## src/rtl/issue_seq_pkg.sv

```systemverilog
// Shared constants for the instruction issue sequencer: FSM encodings,
// host byte order and the compute-unit opcode map.
package issue_seq_pkg;

    typedef logic [1:0] state_t;

    localparam state_t ST_IDLE  = 2'd0;
    localparam state_t ST_ISSUE = 2'd1;
    localparam state_t ST_DRAIN = 2'd2;
    localparam state_t ST_DONE  = 2'd3;

    // The opcode/target byte arrives first on the host stream.
    localparam bit HIGH_BYTE_FIRST = 1'b1;

    typedef enum logic [3:0] {
        OP_NOP  = 4'd0,
        OP_LOAD = 4'd1,
        OP_ADD  = 4'd2,
        OP_SUB  = 4'd3,
        OP_AND  = 4'd4,
        OP_OR   = 4'd5,
        OP_NOT  = 4'd6,
        OP_XOR  = 4'd7
    } opcode_e;

    function automatic logic [15:0] pack_instr(input logic [7:0] first_byte,
                                               input logic [7:0] second_byte);
        return HIGH_BYTE_FIRST ? {first_byte, second_byte} : {second_byte, first_byte};
    endfunction

endpackage

```

## src/rtl/instr_issue_sequencer_fifo.sv

```systemverilog
// Show-ahead byte FIFO holding compute-unit results until the host drains them.
module byte_fifo
    import issue_seq_pkg::*;
#(
    parameter int DEPTH = 8
) (
    input  logic       clk,
    input  logic       rst,
    input  logic       clear,
    input  logic       push,
    input  logic [7:0] push_data,
    input  logic       pop,
    output logic [7:0] pop_data,
    output logic       valid
);

    localparam int AW = $clog2(DEPTH);
    localparam int CW = AW + 1;
    localparam logic [CW-1:0] DEPTH_C = CW'(DEPTH);

    logic [7:0]    mem [DEPTH];
    logic [AW-1:0] wr_ptr;
    logic [AW-1:0] rd_ptr;
    logic [CW-1:0] count;
    logic          do_push;
    logic          do_pop;

    assign valid    = (count != '0);
    assign pop_data = mem[rd_ptr];
    assign do_pop   = pop && valid;
    assign do_push  = push && ((count != DEPTH_C) || do_pop);

    always_ff @(posedge clk) begin
        if (do_push) begin
            mem[wr_ptr] <= push_data;
        end
    end

    // Pointers wrap naturally because DEPTH is a power of two.
    always_ff @(posedge clk or posedge rst) begin
        if (rst) begin
            wr_ptr <= '0;
            rd_ptr <= '0;
            count  <= '0;
        end else if (clear) begin
            wr_ptr <= '0;
            rd_ptr <= '0;
            count  <= '0;
        end else begin
            if (do_push) wr_ptr <= wr_ptr + 1'b1;
            if (do_pop)  rd_ptr <= rd_ptr + 1'b1;
            case ({do_push, do_pop})
                2'b10:   count <= count + 1'b1;
                2'b01:   count <= count - 1'b1;
                default: count <= count;
            endcase
        end
    end

endmodule

```

## src/rtl/instr_issue_sequencer.sv

```systemverilog
// Loads a program from a host byte stream, replays it back-to-back to the
// compute unit and collects the returned results into a host-drained FIFO.
module instr_issue_sequencer
    import issue_seq_pkg::*;
#(
    parameter int DEPTH          = 8,
    parameter int RESULT_LATENCY = 2
) (
    input  logic                      clk,
    input  logic                      rst,
    input  logic                      host_valid,
    input  logic [7:0]                host_data,
    output logic                      host_ready,
    input  logic                      start,
    input  logic                      clear,
    output logic [15:0]               instr_out,
    output logic                      instr_ena,
    input  logic [7:0]                result_in,
    output logic                      res_valid,
    output logic [7:0]                res_data,
    input  logic                      res_ready,
    output logic                      busy,
    output logic                      done,
    output logic [$clog2(DEPTH):0]    prog_count
);

    localparam int AW = $clog2(DEPTH);
    localparam int CW = AW + 1;
    localparam logic [CW-1:0] DEPTH_C = CW'(DEPTH);

    state_t                    state;
    logic [CW-1:0]             issue_idx;
    logic                      have_hi;
    logic [7:0]                hi_byte;
    logic [15:0]               prog_mem [DEPTH];
    logic [RESULT_LATENCY-1:0] vld_p;

    logic byte_acc;
    logic start_ok;
    logic start_run;
    logic start_empty;
    logic prog_wr;
    logic fifo_push;

    assign host_ready  = (state == ST_IDLE) && (prog_count < DEPTH_C) && !rst;
    assign byte_acc    = host_valid && host_ready;
    assign start_ok    = (state == ST_IDLE) && start && !clear && !res_valid;
    assign start_run   = start_ok && (prog_count != '0);
    assign start_empty = start_ok && (prog_count == '0);
    // A run start wins over a byte landing in the same cycle.
    assign prog_wr     = byte_acc && have_hi && !clear && !start_run;
    assign busy        = (state == ST_ISSUE) || (state == ST_DRAIN);
    assign fifo_push   = vld_p[RESULT_LATENCY-1] && !clear;

    always_ff @(posedge clk) begin
        if (byte_acc && !have_hi) begin
            hi_byte <= host_data;
        end
        if (prog_wr) begin
            prog_mem[prog_count[AW-1:0]] <= pack_instr(hi_byte, host_data);
        end
    end

    // Result-capture pipe: one flag per instruction in flight.
    always_ff @(posedge clk or posedge rst) begin
        if (rst) begin
            vld_p <= '0;
        end else if (clear) begin
            vld_p <= '0;
        end else begin
            vld_p[0] <= instr_ena;
            for (int i = 1; i < RESULT_LATENCY; i++) begin
                vld_p[i] <= vld_p[i-1];
            end
        end
    end

    always_ff @(posedge clk or posedge rst) begin
        if (rst) begin
            state      <= ST_IDLE;
            issue_idx  <= '0;
            have_hi    <= 1'b0;
            prog_count <= '0;
            instr_out  <= '0;
            instr_ena  <= 1'b0;
            done       <= 1'b0;
        end else begin
            done <= 1'b0;
            if (clear) begin
                state      <= ST_IDLE;
                issue_idx  <= '0;
                have_hi    <= 1'b0;
                prog_count <= '0;
                instr_out  <= '0;
                instr_ena  <= 1'b0;
            end else begin
                case (state)
                    ST_IDLE: begin
                        if (start_run) begin
                            state     <= ST_ISSUE;
                            instr_out <= prog_mem[0];
                            instr_ena <= 1'b1;
                            issue_idx <= CW'(1);
                            have_hi   <= 1'b0;
                        end else begin
                            if (start_empty) done <= 1'b1;
                            if (byte_acc) begin
                                have_hi <= !have_hi;
                                if (have_hi) prog_count <= prog_count + 1'b1;
                            end
                        end
                    end
                    ST_ISSUE: begin
                        if (issue_idx == prog_count) begin
                            state     <= ST_DRAIN;
                            instr_out <= '0;
                            instr_ena <= 1'b0;
                        end else begin
                            instr_out <= prog_mem[issue_idx[AW-1:0]];
                            instr_ena <= 1'b1;
                            issue_idx <= issue_idx + 1'b1;
                        end
                    end
                    ST_DRAIN: begin
                        if (vld_p == '0) begin
                            state <= ST_DONE;
                            done  <= 1'b1;
                        end
                    end
                    default: begin
                        state <= ST_IDLE;
                    end
                endcase
            end
        end
    end

    byte_fifo #(
        .DEPTH(DEPTH)
    ) u_result_fifo (
        .clk      (clk),
        .rst      (rst),
        .clear    (clear),
        .push     (fifo_push),
        .push_data(result_in),
        .pop      (res_ready),
        .pop_data (res_data),
        .valid    (res_valid)
    );

endmodule

```

## config.mk

```make
export PLATFORM = sky130hd
export DESIGN_NAME = instr_issue_sequencer
export DESIGN_NICKNAME = d
export VERILOG_FILES = /design/src/rtl/issue_seq_pkg.sv /design/src/rtl/instr_issue_sequencer_fifo.sv /design/src/rtl/instr_issue_sequencer.sv
export SDC_FILE = /design/constraint.sdc
export NUM_CORES = 1
export LEC_CHECK = 0
export CAP_MARGIN = 20
export CORE_UTILIZATION = 64
export DETAILED_ROUTE_END_ITERATION = 8
export PLACE_DENSITY = 0.85
export SLEW_MARGIN = 30
export SYNTH_ARGS = -nofsm -noshare
export SYNTH_HDL_FRONTEND = slang
export SYNTH_SLANG_ARGS = --single-unit
export TNS_END_PERCENT = 100
```

## constraint.sdc

```tcl
create_clock -name clk -period 6.2 [get_ports clk]
set_input_delay 1.24 -clock clk [delete_from_list [all_inputs] [get_ports clk]]
set_output_delay 1.24 -clock clk [all_outputs]
set_load 0.01 [all_outputs]
```

# == Word-level counts from Yosys, hierarchy flattened ==
# Memory sizes are Yosys's and may differ from the RTL's.
# Index checks and enable logic that the tools add are counted.
# classes
addsub,6
magnitude_cmp,1
eq_ne,11
muxes,42
reduce_logical,40
# op_table
op,n
2-to-1 mux 16 bit,3
2-to-1 mux 4 bit,9
case mux 16 bit (2 select lines),1
case mux 4 bit (2 select lines),2
logical AND 1 bit,15
2-to-1 mux 1 bit,15
adder 4 x 1 -> 4 bit (second input constant),3
2-to-1 mux 3 bit,4
2-to-1 mux 2 bit,5
nonzero test 2 bit,5
nonzero test 3 bit,3
nonzero test 4 bit,2
adder 3 x 1 -> 3 bit (second input constant),2
!= test 3 x 2 -> 1 bit (second input constant),2
!= test 3 bit (second input constant),2
case mux 2 bit (3 select lines),1
AND reduction 3 bit,2
logical NOT 1 bit,5
equality test 2 x 1 -> 1 bit (second input constant),2
equality test 2 bit (second input constant),2
equality test 4 bit,1
logical NOT 2 bit,2
logical NOT 4 bit,1
< comparator 4 bit (second input constant),1
other kinds (7),10
# word_totals
ff_bits,49
ram_bits,192
elab_cells,114
memories,2
# mem_list
memory,depth,word_bits,read_ports,rd_clocked_by_memory_dff,write_ports,line_no,source
prog_mem,8,16,2,0,1,instr_issue_sequencer.sv:35,logic [15:0] prog_mem [DEPTH];
u_result_fifo.mem,8,8,1,0,1,instr_issue_sequencer_fifo.sv:21,logic [7:0] mem [DEPTH];

# == Longest topological paths before layout ==
# depth
ltp_word,9
ltp_mapped,8
depth_no_buf,7

# == Modules after synthesis ==
# Synthesis repeated with hierarchy kept, for this count alone.
# unflattened
cells_unflattened,531
hier_area_um2,9853.2
# modules_own_cells
mod,n_inst,cells_per_inst,area_each_um2,seq_area_each_um2
instr_issue_sequencer,1,363,6686.4,4859.7
byte_fifo,1,168,3166.8,2172.1

# == Worst setup path before layout ==
# OpenSTA, ideal clock, no wires.
# synth_path
path_type,input -> register
start,in rst
end,"mem prog_mem[1][0], enable pin"
setup_ps,409
arrival_time_ps,3372
required_time_ps,5791
slack_ps,2418
cell_stages,5
path_buffers,1
path_cell_list,nor3b_1 -> and3_1 -> buf_2 -> nand4_1 -> nor3_1
# synth_via
elab_chain_cells,8
# synth_rtl
item,line_no,source
from (decl),instr_issue_sequencer.sv:10,"input logic rst,"
logical NOT 1 bit (no source line),--,
logical AND 1 bit,instr_issue_sequencer.sv:45,assign host_ready = (state == ST_IDLE) && (prog_count < DEPTH_C) && !rst;
logical AND 1 bit,instr_issue_sequencer.sv:46,assign byte_acc = host_valid && host_ready;
logical AND 1 bit (3 in series),instr_issue_sequencer.sv:51,assign prog_wr = byte_acc && have_hi && !clear && !start_run;
2-to-1 mux 1 bit,instr_issue_sequencer.sv:59,if (prog_wr) begin
2-to-1 mux 1 bit (not written as such),instr_issue_sequencer.sv:60,"prog_mem[prog_count[AW-1:0]] <= pack_instr(hi_byte, host_data);"
to (decl),instr_issue_sequencer.sv:35,
# No other way between the ends.

# == Final worst setup path ==
# layout_path
start,in rst
end,out host_ready
# layout_via
elab_chain_cells,2
# layout_rtl
item,line_no,source
logical NOT 1 bit (no source line),--,
logical AND 1 bit,instr_issue_sequencer.sv:45,
to (decl),instr_issue_sequencer.sv:13,"output logic host_ready,"
# No other way between the ends.

==> metrics.csv <==
stage,metric,value,unit
place,gpl congestion,0.794,
setup_path,crit path launch type,primary input,
clock_network,Clock Path Buffers,3,
floorplan,Die Area,16000,um2
timing,slew margin rel.,33.7,%
setup_path,Crit path max-delay family,buffers and inverters,
drt,Final ANT Viol Nets,0,
yosys,library cells used by synthesis,56,
yosys,Yosys reg bits,241,
timing,final period utilization,63.2,%
setup_path,Worst path max stage delay,620,ps
drt,drt drc,0,
yosys,share of synthesized registers carrying an async set or reset,17.0,%
timing,Fin. Hold Viols,0,
drt,drt via density,6.61,
clock_network,setup bufs post-CTS,0,
timing,Slew Limit Fails,0,
flow_run,Max Cap Violations,0,
clock_network,CTS resizes,0,
yosys,"EDFF count, synth",200,
setup_path,Buffers & Inverters on Critical Path,2,
timing,Tightest Pin Transition,995,ps
clock_network,"Reg clk slew, reported paths",60,ps
drt,1st-iter DRT viols,560,
clock_network,Sink Count,241,
drt,WL/cell,25.0,um
clock_network,H-tree depth,1,
yosys,"Seq/Total Area, Yosys",70.9,%
power_and_ir_drop,Power Dens Cells,314,nW/um2
timing,worst hold slack,524,ps
floorplan,Die Y,126,um
clock_network,CTS tree,done,
drt,DR vias,5408,
hold_path,HP Class,reg2reg,
floorplan,chip width,126,um
setup_path,Setup crit end kind,primary output,
global_routing,largest net degree at the start of global routing,42,
yosys,post-synth top area share,60.6,%
global_routing,initial antenna violation count,0,
floorplan,IO Pins,55,
floorplan,area of the core,15100,um2
drt,router iterations before antenna repair,7,
place,IO buf count,54,
final_layout,area delta synth->final,15.0,%
status,outcome,"complete, no violations",
setup_path,worst-path fanout max,4,
clock_network,hold_buf cts,0,
floorplan,initial core utilization,65.5,%
global_routing,aggregate global-route resource usage,26.9,%
setup_path,Worst path most repeated cell,clkdlybuf4s50_1,
final_layout,layout cells sized above 1,20.5,%
final_layout,"commonest non-fill, non-tap cells in the layout","edfxtp_1 (200), clkdlybuf4s50_1 (54), mux4_2 (48)",
final_layout,fin nets,647,
drt,post-detailed-routing wire length,20400,um
timing,Final setup viols,0,
power_and_ir_drop,Worst VDD drop,0.000276,V
setup_path,cell breakdown of the critical path,clkdlybuf4s50_1 -> nor3b_1 -> clkdlybuf4s50_1,
global_routing,first-pass GRT wire length,31600,um
clock_network,number of buffers created by CTS,24,
timing,minimum clock period,3920,ps
yosys,Post-Syn Area,9920,um2
setup_path,arrival time at the worst endpoint,2680,ps
setup_path,CP Class,in2out,
power_and_ir_drop,P_leak,3.84,nW
place,post-DP HPWL,11900,um
setup_path,Crit-path slowest cell,clkdlybuf4s50_1,
yosys,synth top area cells,"edfxtp_1 (61%), mux4_2 (11%), dfrtp_1 (10%)",
yosys,synthesized area per cell,18.0,um2
yosys,"Top FF cell, synth",edfxtp_1,
global_routing,GR Overflow Total,0,
setup_path,WP data required,4960,ps
clock_network,Root Driver,clkbuf_16,
timing,Max Clock Freq,0.255,GHz
timing,RSZ-0062 raised after global routing,no,
final_layout,"most common cell after layout, fill and taps aside",edfxtp_1,
final_layout,antenna cells,0,
yosys,Syn. warnings,0,
timing,setup TNS,0,ps
yosys,post-synthesis cell count,550,
floorplan,# rows,45,
timing,clock skew,7.45,ps
global_routing,via count of the first global-routing pass,5695,
clock_network,latest clock arrival within the worst-skew pair,510,ps
yosys,largest area contributor in the netlist,edfxtp_1,
yosys,syn_nets,583,
worst paths after layout:
check | end | depth (start not counted) | slack [ps] | startpoint
min in group asynchronous | prog_count[1] | 2 | 1200 | rst
worst min-delay path | vld_p[1] | 1 | 520 | vld_p[0]
worst max register to register | prog_mem[2][11] | 7 | 2980 | state[0]
max in group asynchronous | u_result_fifo.rd_ptr[0] | 2 | 4480 | rst
worst max-delay path | host_ready | 3 | 2280 | rst
worst min register to register | vld_p[1] | 1 | 520 | vld_p[0]
cell usage after synthesis (2+ instances only):
cell type  instances
nand4_1            4
buf_2             11
edfxtp_1         200
clkbuf_1          11
nor3_1             7
ha_1              10
xnor2_1            5
o221ai_2          10
nor2_1            32
inv_1             27
buf_4              2
mux2i_1           19
and4_1             2
xor2_1             4
nand3_1           23
a31oi_1            2
or4_1              2
mux4_2            48
dfrtp_1           41
o21ai_0            6
mux2_2            13
a21oi_1            3
buf_6              3
a22oi_1            2
o211ai_1           2
nand2b_1           5
a21o_1             2
nor2b_1            8
o221ai_1           7
nand2_1           13
cell families (layout without fill, tap and decap cells):
logic type	Yosys count	after routing	synth area share (%)
and+or+nand+nor	104	104	5.26
buffers and inverters	56	136	2.67
DFF	241	241	70.9
adders and majority gates	11	11	1.46
AOI/OAI and AO/OA	49	49	4.59
muxes	80	80	14.3
xor gates and xnor gates	9	9	0.795
layer usage:
layer | routed length (um) | part of all wire [%] | up-vias | global-route usage [%]
met3 | 1280 | 6.3 | 72 | 4.13
met4 | 921 | 4.5 | 0 | 14.1
li1 | - | - | 2305 | -
met2 | 10600 | 52 | 274 | 45.9
met1 | 7660 | 38 | 2757 | 33.7
met5 | 0 | 0 | - | 0
worst register-to-register path, cell delays in order (launching register included):
cell and delay [ps]:
dfrtp_1 400, inv_1 100, ha_1 340, nor3b_1 420
and3_1 350, nand4_1 240, nor2_1 740, buf_4 340
per-stage QoR:
step                      instance area, um2  std cells  total power [mW]  utilization (%)  setup slack, ps
final                                  11400        818              3.58             75.3             2280
after global routing                   11400        818              3.70             75.3             2190
after CTS                              11400        818              3.60             75.3             2270
after detailed placement               10600        776              2.23             70.3             2180
after global placement                 10600        776              2.21             70.2             2310
after floorplan                         9920        550              2.10                -             2420
sequential cells by signal, indices dropped and copies added, names as in the netlist:
name / count
prog_mem: 128
u_result_fifo.mem: 64
instr_out: 16
hi_byte: 8
issue_idx: 4
prog_count: 4
u_result_fifo.count: 4
u_result_fifo.rd_ptr: 3
u_result_fifo.wr_ptr: 3
state: 2
vld_p: 2
done: 1
have_hi: 1
instr_ena: 1
power breakdown:
part | internal (mW) | switching, mW | total [mW]
logic | 0.194 | 0.154 | 0.348
clock network | 0.811 | 0.574 | 1.39
registers | 1.78 | 0.0677 | 1.85
area by class of cell:
| type | instances | area, um2 |
|---|---|---|
| sequential | 241 | 7030 |
| fill | 802 | 3740 |
| multi-input combinational | 253 | 2640 |
| timing repair buffer | 67 | 638 |
| clock buffer | 28 | 637 |
| tap | 188 | 235 |
| clock inverter | 14 | 114 |
| inverter | 27 | 103 |
(Power assumes the default switching activity.)
